File: src/rtl/param_sync_fifo.sv
// Synchronous FIFO with parameterised width/depth, occupancy flags and error pulses.
// Latency: standard mode returns read data one cycle after an accepted read; FWFT mode shows the head word combinationally.
// Backpressure: writes are dropped while full, reads are ignored while empty; each rejected request raises a one-cycle error pulse.
module param_sync_fifo #(
   parameter int DATA_WIDTH = 8,
   parameter int FIFO_DEPTH = 8,
   parameter int ADD_SIZE   = 3,
   parameter int AF_THRESH  = 6,
   parameter int AE_THRESH  = 2,
   parameter int FWFT       = 0
) (
   input  logic                  clk,
   input  logic                  rst,
   input  logic                  wr_en,
   input  logic [DATA_WIDTH-1:0] write_data,
   input  logic                  rd_en,
   output logic [DATA_WIDTH-1:0] read_data,
   output logic                  empty,
   output logic                  full,
   output logic                  almost_empty,
   output logic                  almost_full,
   output logic [ADD_SIZE:0]     count,
   output logic                  overflow,
   output logic                  underflow
);

   localparam logic [ADD_SIZE:0]   DEPTH_C = (ADD_SIZE+1)'(FIFO_DEPTH);
   localparam logic [ADD_SIZE:0]   AF_C    = (ADD_SIZE+1)'(AF_THRESH);
   localparam logic [ADD_SIZE:0]   AE_C    = (ADD_SIZE+1)'(AE_THRESH);
   localparam logic [ADD_SIZE-1:0] PTR_ONE = ADD_SIZE'(1);
   localparam logic [ADD_SIZE:0]   CNT_ONE = (ADD_SIZE+1)'(1);

   logic [DATA_WIDTH-1:0] mem_q [FIFO_DEPTH];
   logic [ADD_SIZE-1:0]   wr_ptr_q, wr_ptr_d;
   logic [ADD_SIZE-1:0]   rd_ptr_q, rd_ptr_d;
   logic [ADD_SIZE:0]     count_q, count_d;
   logic                  overflow_q, overflow_d;
   logic                  underflow_q, underflow_d;
   logic                  wr_acc, rd_acc;

   // Flags are pure decodes of the registered occupancy, so they lag an operation by one cycle.
   assign full         = (count_q == DEPTH_C);
   assign empty        = (count_q == '0);
   assign almost_full  = (count_q >= AF_C);
   assign almost_empty = (count_q <= AE_C);
   assign count        = count_q;
   assign overflow     = overflow_q;
   assign underflow    = underflow_q;

   // Read and write acceptance are judged independently against the current flags.
   assign wr_acc = wr_en && !full;
   assign rd_acc = rd_en && !empty;

   // Next-state for pointers, occupancy and error pulses.
   always_comb begin
      wr_ptr_d    = wr_ptr_q;
      rd_ptr_d    = rd_ptr_q;
      count_d     = count_q;
      overflow_d  = wr_en && full;
      underflow_d = rd_en && empty;
      if (wr_acc) wr_ptr_d = wr_ptr_q + PTR_ONE;
      if (rd_acc) rd_ptr_d = rd_ptr_q + PTR_ONE;
      case ({wr_acc, rd_acc})
         2'b10:   count_d = count_q + CNT_ONE;
         2'b01:   count_d = count_q - CNT_ONE;
         default: count_d = count_q;
      endcase
   end

   // Control state; reset wins over any request in the same cycle and discards stored words.
   always_ff @(posedge clk) begin
      if (rst) begin
         wr_ptr_q    <= '0;
         rd_ptr_q    <= '0;
         count_q     <= '0;
         overflow_q  <= 1'b0;
         underflow_q <= 1'b0;
      end else begin
         wr_ptr_q    <= wr_ptr_d;
         rd_ptr_q    <= rd_ptr_d;
         count_q     <= count_d;
         overflow_q  <= overflow_d;
         underflow_q <= underflow_d;
      end
   end

   // Storage array; contents are deliberately left unreset, only the pointers are cleared.
   always_ff @(posedge clk) begin
      if (!rst && wr_acc) mem_q[wr_ptr_q] <= write_data;
   end

   if (FWFT == 0) begin : g_std
      logic [DATA_WIDTH-1:0] rdata_q;
      // Registered read port: loads the head word on an accepted read, holds otherwise.
      always_ff @(posedge clk) begin
         if (rst)         rdata_q <= '0;
         else if (rd_acc) rdata_q <= mem_q[rd_ptr_q];
      end
      assign read_data = rdata_q;
   end else begin : g_fwft
      // Head word is always visible; forced to zero while nothing is stored.
      assign read_data = empty ? '0 : mem_q[rd_ptr_q];
   end

endmodule

File: config.mk
export PLATFORM = sky130hd
export DESIGN_NAME = param_sync_fifo
export DESIGN_NICKNAME = d
export VERILOG_FILES = /design/src/rtl/param_sync_fifo.sv
export SDC_FILE = /design/constraint.sdc
export NUM_CORES = 1
export LEC_CHECK = 0
export BUFFER_PORTS_ARGS = -buffer_cell sky130_fd_sc_hd__buf_2
export CORE_MARGIN = 1.5
export CORE_UTILIZATION = 60
export DETAILED_ROUTE_END_ITERATION = 8
export PLACE_DENSITY = 0.8
export SLEW_MARGIN = 10
export SYNTH_ARGS = -nofsm -noshare
export SYNTH_HDL_FRONTEND = slang
export SYNTH_SLANG_ARGS = --single-unit
File: constraint.sdc
create_clock -name clk -period 6.6 [get_ports clk]
set_input_delay 1.32 -clock clk [delete_from_list [all_inputs] [get_ports clk]]
set_output_delay 1.32 -clock clk [all_outputs]
set_load 0.05 [all_outputs]
==> summary.md <==
The flow ran to the end, and the final reports show no timing, DRC or antenna violations. Dividing the detail-routed via count by the number of cells gives 5.83. TritonCTS created 9 clock buffers.

CTS saw 84 sinks. Adder-cell area share of the yosys netlist: 0.0152. The mean cell area of the mapped netlist was 16.4 µm². In the post-route analysis, the smallest setup slack over all paths is 3.48 ns. The initial cell density of the core came out at 0.633. On the worst path, the slowest cell contributes a delay of 0.70 ns. The later pin in the worst-skew pair is clocked with a latency of 0.34 ns. The maximum achievable frequency was 320 MHz; the number of antenna violations at the first check in global routing was 0. In the final design database the tool counted 247 nets.

Area added between synthesis and finish: 10.8%. The tools report the net count after synthesis as 217. The total global routing track utilization came out at 0.209.

In the layout the commonest cells are 64 x edfxtp_1, 29 x buf_2, 23 x nor2_1, 20 x dfxtp_1, 16 x mux4_2. The CTS H-tree depth was 3. The die covers 5940 µm². The routed wire length per instance is 18.2 µm.

The region available for standard cell placement spans 5200 µm². The arrival time of data at the critical path endpoint was 1.80 ns; the flop and latch count out of synthesis was 84. The final worst-path cycle share is 0.473. The slowest cell on the critical path was or4b_1. By area, the combinational part of the netlist is dominated by multiplexers. The share of the synthesized area in the top cell type works out to 0.584. The root buffer cell chosen for the clock tree is clkbuf_8. After clock tree synthesis, the flow added hold-fix buffers numbering 0. Summing all flip-flop and latch instances after layout gives 2320 µm².

In this run the worst path has a maximum fanout of 9. The switching share of power is 0.361, and the hold violation total from the final report is 0. The run gives 0 as the number of setup violations in the final report. The share of synthesized area spent on multiplexers is 0.119. The HPWL after detailed placement is 3630 µm. The max-slew violation count was 0; the switching power of the nets was 0.513 mW.

The simple-gate area share of the yosys netlist was 0.0900; the number of inserted filler cells in the final layout was 333. The height of the die is 77.1 µm, and the required time of the worst setup path is 5.28 ns. The worst clock skew is 0.00426 ns. The critical path goes through or4b_1 > inv_2 > buf_2. After detailed routing, the number of remaining DRC violations is 0. The part of the total power dissipated in combinational logic was 0.298; the number of vias in the routed layout was 1784. Leaving out fill and tap cells, the most frequent cell in the layout is edfxtp_1. By area the synthesized netlist is led by edfxtp_1 58%, dfxtp_1 12%, mux4_2 11%. The xor-xnor portion of the synthesized cell area is 0.0133, and the count of buffers added by post-CTS timing repair for setup is 0. Pin placement for this block handled 30 I/O pins. The logs give 0 for the post-cts resize count and 3290 µm² for the netlist area before placement. The final critical delay including setup and external delays works out to 3.12 ns. The detailed-router iteration count before antenna repair came out at 4.

For this block, the routed nets add up to 5560 µm of wire. Entering global routing, the biggest net connects 23 pins. Worst-margin pin slew: 1.12 ns.

OpenSTA, run right after detailed placement, puts the worst setup slack at 3.16 ns. The fraction of layout instances using a drive strength above 1 came out at 0.263. Normalized max-slew margin: 0.246.

Input and output buffers added on the ports amount to 29. In this run, the number of DRC markers left after iteration 0 of detailed routing was 105. The proportion of synthesized chip area in sequential cells is 0.705, and the internal power is 0.907 mW.

The weighted congestion reported at the end of routability-driven placement was 0.799; the clock tree buffer depth was 2. For the number of max-capacitance violations reported, the log shows 0. By startpoint and endpoint, the worst setup path is classified as flip-flop to primary output. The first global-routing pass estimated 8990 µm of wire. 0 antenna diodes ended up in the layout.

Setup total negative slack on the finished layout was measured at 0 ns. The floorplan has 26 rows. The count of nets left with antenna violations once routing finished came out at 0.

The chip width was 77.1 µm. The clock slew at the register clock pins of the worst setup and hold paths is 0.08 ns, and the power share of the clock group is 0.228. TritonCTS built the clock tree.

The startpoint kind of the worst setup timing path is a flip-flop. The multi-input combinational cells in the finished layout cover a total of 902 µm². Number of global-route vias before repair: 1740. The sequential share of power is 0.474, and the total of warnings raised by yosys is 0.

The number of different library cells in the post-synthesis netlist is 34, and the cell count after synthesis is 201. The tools report the core utilization of the finished layout as 0.701. The worst voltage drop across the vdd grid came out at 0.000228 V. Static power due to leakage: 1.26 nW. The worst hold path belongs to the class flip-flop to flip-flop. The run gives 0 as the leftover overflow at the end of global routing. Setup repair after global routing left no endpoint under its margin. Most area-hungry cell type in the Yosys netlist: edfxtp_1. The compound-gate portion of the synthesized area is 0.0365, and the power per cell area is 389 nW/µm².

The endpoint class of the critical path is a primary output.
path summary, 6_finish.rpt:
check                from            to  slack (ns)  depth (start not counted)
max reg2reg      count[0]      count[2]        3.96                          8
max              count[0]          full        3.48                          3
min reg2reg  read_data[1]  read_data[1]        0.49                          2
min          read_data[1]  read_data[1]        0.49                          2
worst max-delay path: cells and delay by family (launching register included):
| kind | cells | cell delay, ns |
|---|---|---|
| simple gates | 1 | 0.70 |
| flops | 1 | 0.40 |
| buf+inv | 2 | 0.36 |
flip-flops by register name, summed over array words and instances (netlist names):
register / count
wr_ptr_q: 3
underflow: 1
read_data: 8
overflow: 1
mem_q: 64
count: 4
rd_ptr_q: 3
layer usage:
metal,wire length (µm),track usage,share of wire
met5,0,0,0
met1,2410,0.289,0.43
met2,2730,0.328,0.49
met3,332,0.0476,0.060
met4,92,0.0836,0.017
power by group through the flow:
stage	logic [mW]	registers (mW)	clock network (mW)
6_report	0.422	0.673	0.324
5_1_grt	0.455	0.683	0.352
4_1_cts	0.425	0.674	0.329
3_5_place_dp	0.424	0.686	0
3_3_place_gp	0.420	0.683	0
2_1_floorplan	0.252	0.773	0
Yosys cell counts:
cell type	number
and3b_1	2
nand4b_1	1
ha_1	4
inv_2	1
mux4_2	16
or4b_1	1
o31ai_1	1
buf_4	3
a211oi_1	1
o21a_1	1
o22ai_1	10
nand2_2	1
or3_1	1
buf_6	1
clkbuf_1	2
nand2_1	5
nor2b_1	2
nand3_1	2
mux2_1	1
a32oi_1	1
or4_1	1
xor2_1	5
o41a_1	1
mux2i_1	2
nor3_1	11
dfxtp_1	20
nor4_1	1
nand2b_1	7
edfxtp_1	64
nor3b_1	1
nor2_1	23
buf_1	1
a21oi_1	3
buf_2	4
metrics by stage:
stage	hold WS [ns]	cells	power [mW]	area [µm²]
after floorplan	0.475	201	1.02	3290
after global placement	0.478	290	1.10	3470
after detailed placement	0.481	290	1.11	3470
after CTS	0.495	306	1.43	3650
after global routing	0.526	306	1.49	3650
final	0.494	306	1.42	3650
cells by family after synthesis:
logic type / after synthesis
DFF: 84
and+or+nand+nor: 59
muxes: 19
AOI/OAI and AO/OA: 18
buffers and inverters: 12
xor gates and xnor gates: 5
adders and majority gates: 4
layout make-up:
class,count,share of cell area
inverters,1,0.00103
multi-input cells,105,0.247
flip-flops and latches,84,0.637
well taps,70,0.0240
repair buffers,30,0.0419
clock buffers,12,0.0425
clock inverters,4,0.00652
No activity file was read; power rests on OpenSTA's default activity.
